### config.mk
export PLATFORM = sky130hd
export DESIGN_NAME = multi_lane_deserializer
export DESIGN_NICKNAME = d
export VERILOG_FILES = /design/src/rtl/multi_lane_deserializer.sv
export SDC_FILE = /design/constraint.sdc
export NUM_CORES = 1
export LEC_CHECK = 0
export CAP_MARGIN = 10
export CORE_MARGIN = 5
export CORE_UTILIZATION = 48
export DETAILED_ROUTE_END_ITERATION = 8
export DONT_BUFFER_PORTS = 1
export PLACE_DENSITY = 0.64
export REMOVE_ABC_BUFFERS = 1
export SLEW_MARGIN = 20
export SYNTH_ARGS = -nofsm -noshare
export SYNTH_HDL_FRONTEND = slang
export SYNTH_SLANG_ARGS = --single-unit
### constraint.sdc
create_clock -name clk -period 2.2 [get_ports clk]
set_input_delay 0 -clock clk [delete_from_list [all_inputs] [get_ports clk]]
set_output_delay 0 -clock clk [all_outputs]
set_load 0.02 [all_outputs]
### src/rtl/multi_lane_deserializer.sv
// multi_lane_deserializer: collects LANES-wide serial beats into FETCH_WIDTH-bit words behind a valid/ready holding register; `define DESER_PARITY_EN adds a per-lane even-parity beat
module multi_lane_deserializer #(
  parameter int FETCH_WIDTH = 16,
  parameter int LANES = 1
) (
  input  logic                   clk,
  input  logic                   rst,
  input  logic [LANES-1:0]       serial_data,
  input  logic                   en,
  input  logic                   msb_first,
  input  logic                   out_ready,
  input  logic                   ovf_clr,
  output logic [FETCH_WIDTH-1:0] parallel_data,
  output logic                   out_valid,
  output logic                   overflow,
  output logic                   parity_err
);
  localparam int BEATS = FETCH_WIDTH / LANES;
  localparam int CNT_W = $clog2(BEATS + 1);
`ifdef DESER_PARITY_EN
  localparam logic [CNT_W-1:0] LAST = CNT_W'(BEATS);
`else
  localparam logic [CNT_W-1:0] LAST = CNT_W'(BEATS - 1);
`endif
  if (FETCH_WIDTH % LANES != 0) begin : g_bad_lanes
    $error("LANES must divide FETCH_WIDTH");
  end
  logic [CNT_W-1:0] cnt;
  logic [FETCH_WIDTH-1:0] asm_q, asm_d, word;
  logic order_q, ord, done, load;
  assign ord = (cnt == '0) ? msb_first : order_q;
  assign done = en && cnt == LAST;
  assign load = done && (!out_valid || out_ready);
  for (genvar b = 0; b < FETCH_WIDTH; b++) begin : g_bit
    localparam int KL = b / LANES;
    localparam int LL = b % LANES;
    localparam int KM = (FETCH_WIDTH - 1 - b) / LANES;
    localparam int LM = (FETCH_WIDTH - 1 - b) % LANES;
    assign asm_d[b] = !en ? 1'b0 :
                      ord ? (cnt == CNT_W'(KM) ? serial_data[LM] : asm_q[b]) :
                            (cnt == CNT_W'(KL) ? serial_data[LL] : asm_q[b]);
  end
`ifdef DESER_PARITY_EN
  logic [LANES-1:0] par_q;
  logic perr;
  assign word = asm_q;
  assign perr = |(serial_data ^ par_q);
  // running per-lane parity of the data beats, restarted at beat 0
  always_ff @(posedge clk or posedge rst)
    if (rst) par_q <= '0;
    else par_q <= (cnt == '0) ? serial_data : par_q ^ serial_data;
  // parity flag travels with the word in the holding register
  always_ff @(posedge clk or posedge rst)
    if (rst) parity_err <= 1'b0;
    else if (load) parity_err <= perr;
    else if (out_valid && out_ready) parity_err <= 1'b0;
`else
  assign word = asm_d;
  assign parity_err = 1'b0;
`endif
  // beat counter, assembly register and bit order latched at beat 0
  always_ff @(posedge clk or posedge rst)
    if (rst) begin
      cnt <= '0;
      asm_q <= '0;
      order_q <= 1'b0;
    end else begin
      cnt <= (!en || done) ? '0 : cnt + 1'b1;
      asm_q <= asm_d;
      order_q <= ord;
    end
  // output holding register with handshake and sticky drop flag
  always_ff @(posedge clk or posedge rst)
    if (rst) begin
      parallel_data <= '0;
      out_valid <= 1'b0;
      overflow <= 1'b0;
    end else begin
      if (load) parallel_data <= word;
      out_valid <= load | (out_valid & ~out_ready);
      overflow <= (done & ~load) | (overflow & ~ovf_clr);
    end
endmodule

==> results.yml <==
logic_synthesis:
  ys_warn_count: 0
  synth.most_common_cell: "dfrtp_1"
  muxShareOfSynthArea: 0.0881
  ys.flop_type: "dfrtp_1"
  postSynthAreaPerCell_um2: 10.2
  synth_common_cells: "40 x dfrtp_1, 25 x nor2_1, 16 x nand2_1, 16 x o21ai_0, 14 x mux2i_1"
  synth-seq-cells: 40
  yosys.area_share.simple: 0.211
  synth_fa_ha_area_frac: 0.0310
  yosysTopAreaCell: "dfrtp_1"
  netlist.area_leader.share: 0.496
  synth-edff-count: 0
  yosys.cell_types.count: 41
  synth_compound_area_frac: 0.118
  syn-cell-area_um2: 2020
  ys_top_cells_by_area: "dfrtp_1 50%, mux2i_1 6.9%, nor2_1 4.7%"
  ys_seq_area_frac: 0.496
  synthXorXnorAreaFrac: 0.00868
  synth_top_family_by_area: "simple AND/OR/NAND/NOR gates"
  synthCells: 197
  synthArstFlopShare: 1.00
critical_path:
  worstRegToRegCells: 6
  crit_arrival_ns: 2.26
  endpoint_kind: "flop"
  cp-start-kind: "flop"
  crit_start: "cnt[0]"
  timing.rr.start: "cnt[0]"
  crit_buf_inv: 1
  critPathKind: "reg2reg"
  cp_slowest_cell: "or4b_1"
  worstPathMaxFanout: 5
  crit_family: "simple AND/OR/NAND/NOR gates"
  max_stage_delay_ns: 0.53
  r2r_end: "parallel_data[0]"
  reg2reg_slack_ns: 0.12
  worstPathRequired_ns: 2.38
  path_cells: "inv_1, ha_1, or4b_1, or3_1, o2111a_1, mux2_4"
global_route:
  grt.total_usage: 0.175
  antenna_found_initial: 0
  grt_first_pass_wirelength_mm: 7.47
  grt_overflow_total: 0
  grt_pass1_vias: 1526
  grt_max_degree: 41
die:
  rows: 23
  ios: 26
  coreArea_um2: 4030
  start_util: 0.501
  fp.dieH_um: 74.8
  die_x_um: 74.8
  dieArea_um2: 5600
timing:
  fmax_mhz: 481
  setup_violations: 0
  fin_crit_ns: 2.08
  finalHoldViolCount: 0
  slew_headroom: 0.633
  fin_crit_sh: 0.945
  fin_skew_ns: 0.00866
  maxSlewViolCount: 0
  timing.hold.ws_ns: 0.0321
  tightest_slew_ns: 0.550
  layout_setup_ws_ns: 0.121
job:
  drv_cap: 0
route:
  ant_nets: 0
  vias_per_cell: 5.84
  wire_per_inst_um: 16.7
  wirelength_mm: 4.27
  drt_first_iter_violations: 82
  drt_pass1_iterations: 4
  vias: 1494
  route.detailed.drc: 0
finish:
  area_growth_pct: 12.0
  post-route-cell-area_um2: 2260
  layout.cells.non_filler: 256
  drive_above_1_share: 0.112
  nNetsFinal: 217
  n_antenna_cell: 0
hold_path:
  hold_depth: 2
  min-delay-path-class: "in2reg"
  min_from: "serial_data"
  min_to: "asm_q[0]"
clock_tree:
  cts.sinks: 40
  post_cts_buffers: 0
  cts_tree: "done"
  clk_pin_slew_ns: 0.08
  cts_root_buf: "clkbuf_8"
  cts_made_buffers: 5
  insertion_delay_ns: 0.29
  h-tree-depth: 2
  cts.path.max_buffers: 2
place:
  pre_cts_slack_ns: 0.0897
  routabilityCongestion: 0.846
  port_buffers: 0
  place.detailed.instances: 241
  hpwl_mm: 2.84
  dpl_cell_area_um2: 2080
pwr:
  vdd_drop_max_uv: 306
  p_leak_nw: 1.11
  powerDensity_nw_per_um2: 681
status:
  outcome: "completed"
report_power, final:
group	switching, mW	total, mW	internal, mW	leakage, nW
Clock	0.248	0.585	0.337	0.0552
Combinational	0.103	0.176	0.0728	0.506
Sequential	0.0227	0.776	0.753	0.552
cells by family (layout without fill, tap and decap cells):
logic type               Yosys count  count (layout)
AND/OR/NAND/NOR                   73              73
flip-flops                        40              40
AO/OA/AOI/OAI                     37              37
buffers and inverters             22              31
multiplexers                      17              17
adder cells (fa/ha/maj)            5               5
XOR/XNOR                           2               2
other                              1               1
repair_timing:
action | in CTS | in global routing
hold buffers | 7 | 0
setup endpoints to repair | 0 | 1
hold endpoints to repair | 75 | 0
resized for setup | 0 | 1
placed cells by master, fill, tap and decap left out, drive strengths merged, types with 7 or more instances in the layout:
master,count
dfrtp,40
nor2,25
nor4bb,8
mux2i,14
dlygate4sd3,7
buf,8
inv,8
and4b,9
nand2,16
o21ai,16
through the flow:
stage	power, mW	setup TNS (ns)	utilization
global placement	0.944	0	0.516
global route	1.61	-0.00604	0.561
floorplan	0.903	0	-
CTS	1.55	0	0.560
detailed placement	0.952	0	0.516
finish	1.54	0	0.561
routing by layer:
layer	vias to the layer above	track usage	part of all wire
li1	712	-	-
met3	5	0.0467	0.054
met1	739	0.231	0.44
met2	38	0.288	0.50
met5	-	0	0
met4	0	0.0415	0.0077
state kept, by name (all words and copies together) (netlist names):
signal	flops
parallel_data	16
cnt	5
asm_q	16
out_valid	1
order_q	1
overflow	1
cell type report:
type                            instances  area (um2)
Sequential cell                        40        1000
Clock inverter                          2        35.0
Tap cell                               50        62.6
Clock buffer                            6        72.6
Fill cell                             370        1770
Inverter                                8        30.0
Timing Repair Buffer                   15         130
Multi-Input combinational cell        135         927
worst reg2reg max path, delay by kind of cell, from the launching register on:
family                   cells  cell delay, ns
buffers and inverters        1            0.10
flip-flops                   1            0.43
AND/OR/NAND/NOR              2            0.86
multiplexers                 1            0.26
adder cells (fa/ha/maj)      1            0.16
AO/OA/AOI/OAI                1            0.16
worst max path at each step:
stage	cells past startpoint	to	slack, ns
floorplan	6	parallel_data[0]	0.09
global placement	6	parallel_data[0]	0.18
detailed placement	6	parallel_data[0]	0.09
CTS	6	parallel_data[0]	0.08
global route	6	parallel_data[0]	-0.006
finish	6	parallel_data[0]	0.12
Power figures use the tool's default switching activity.
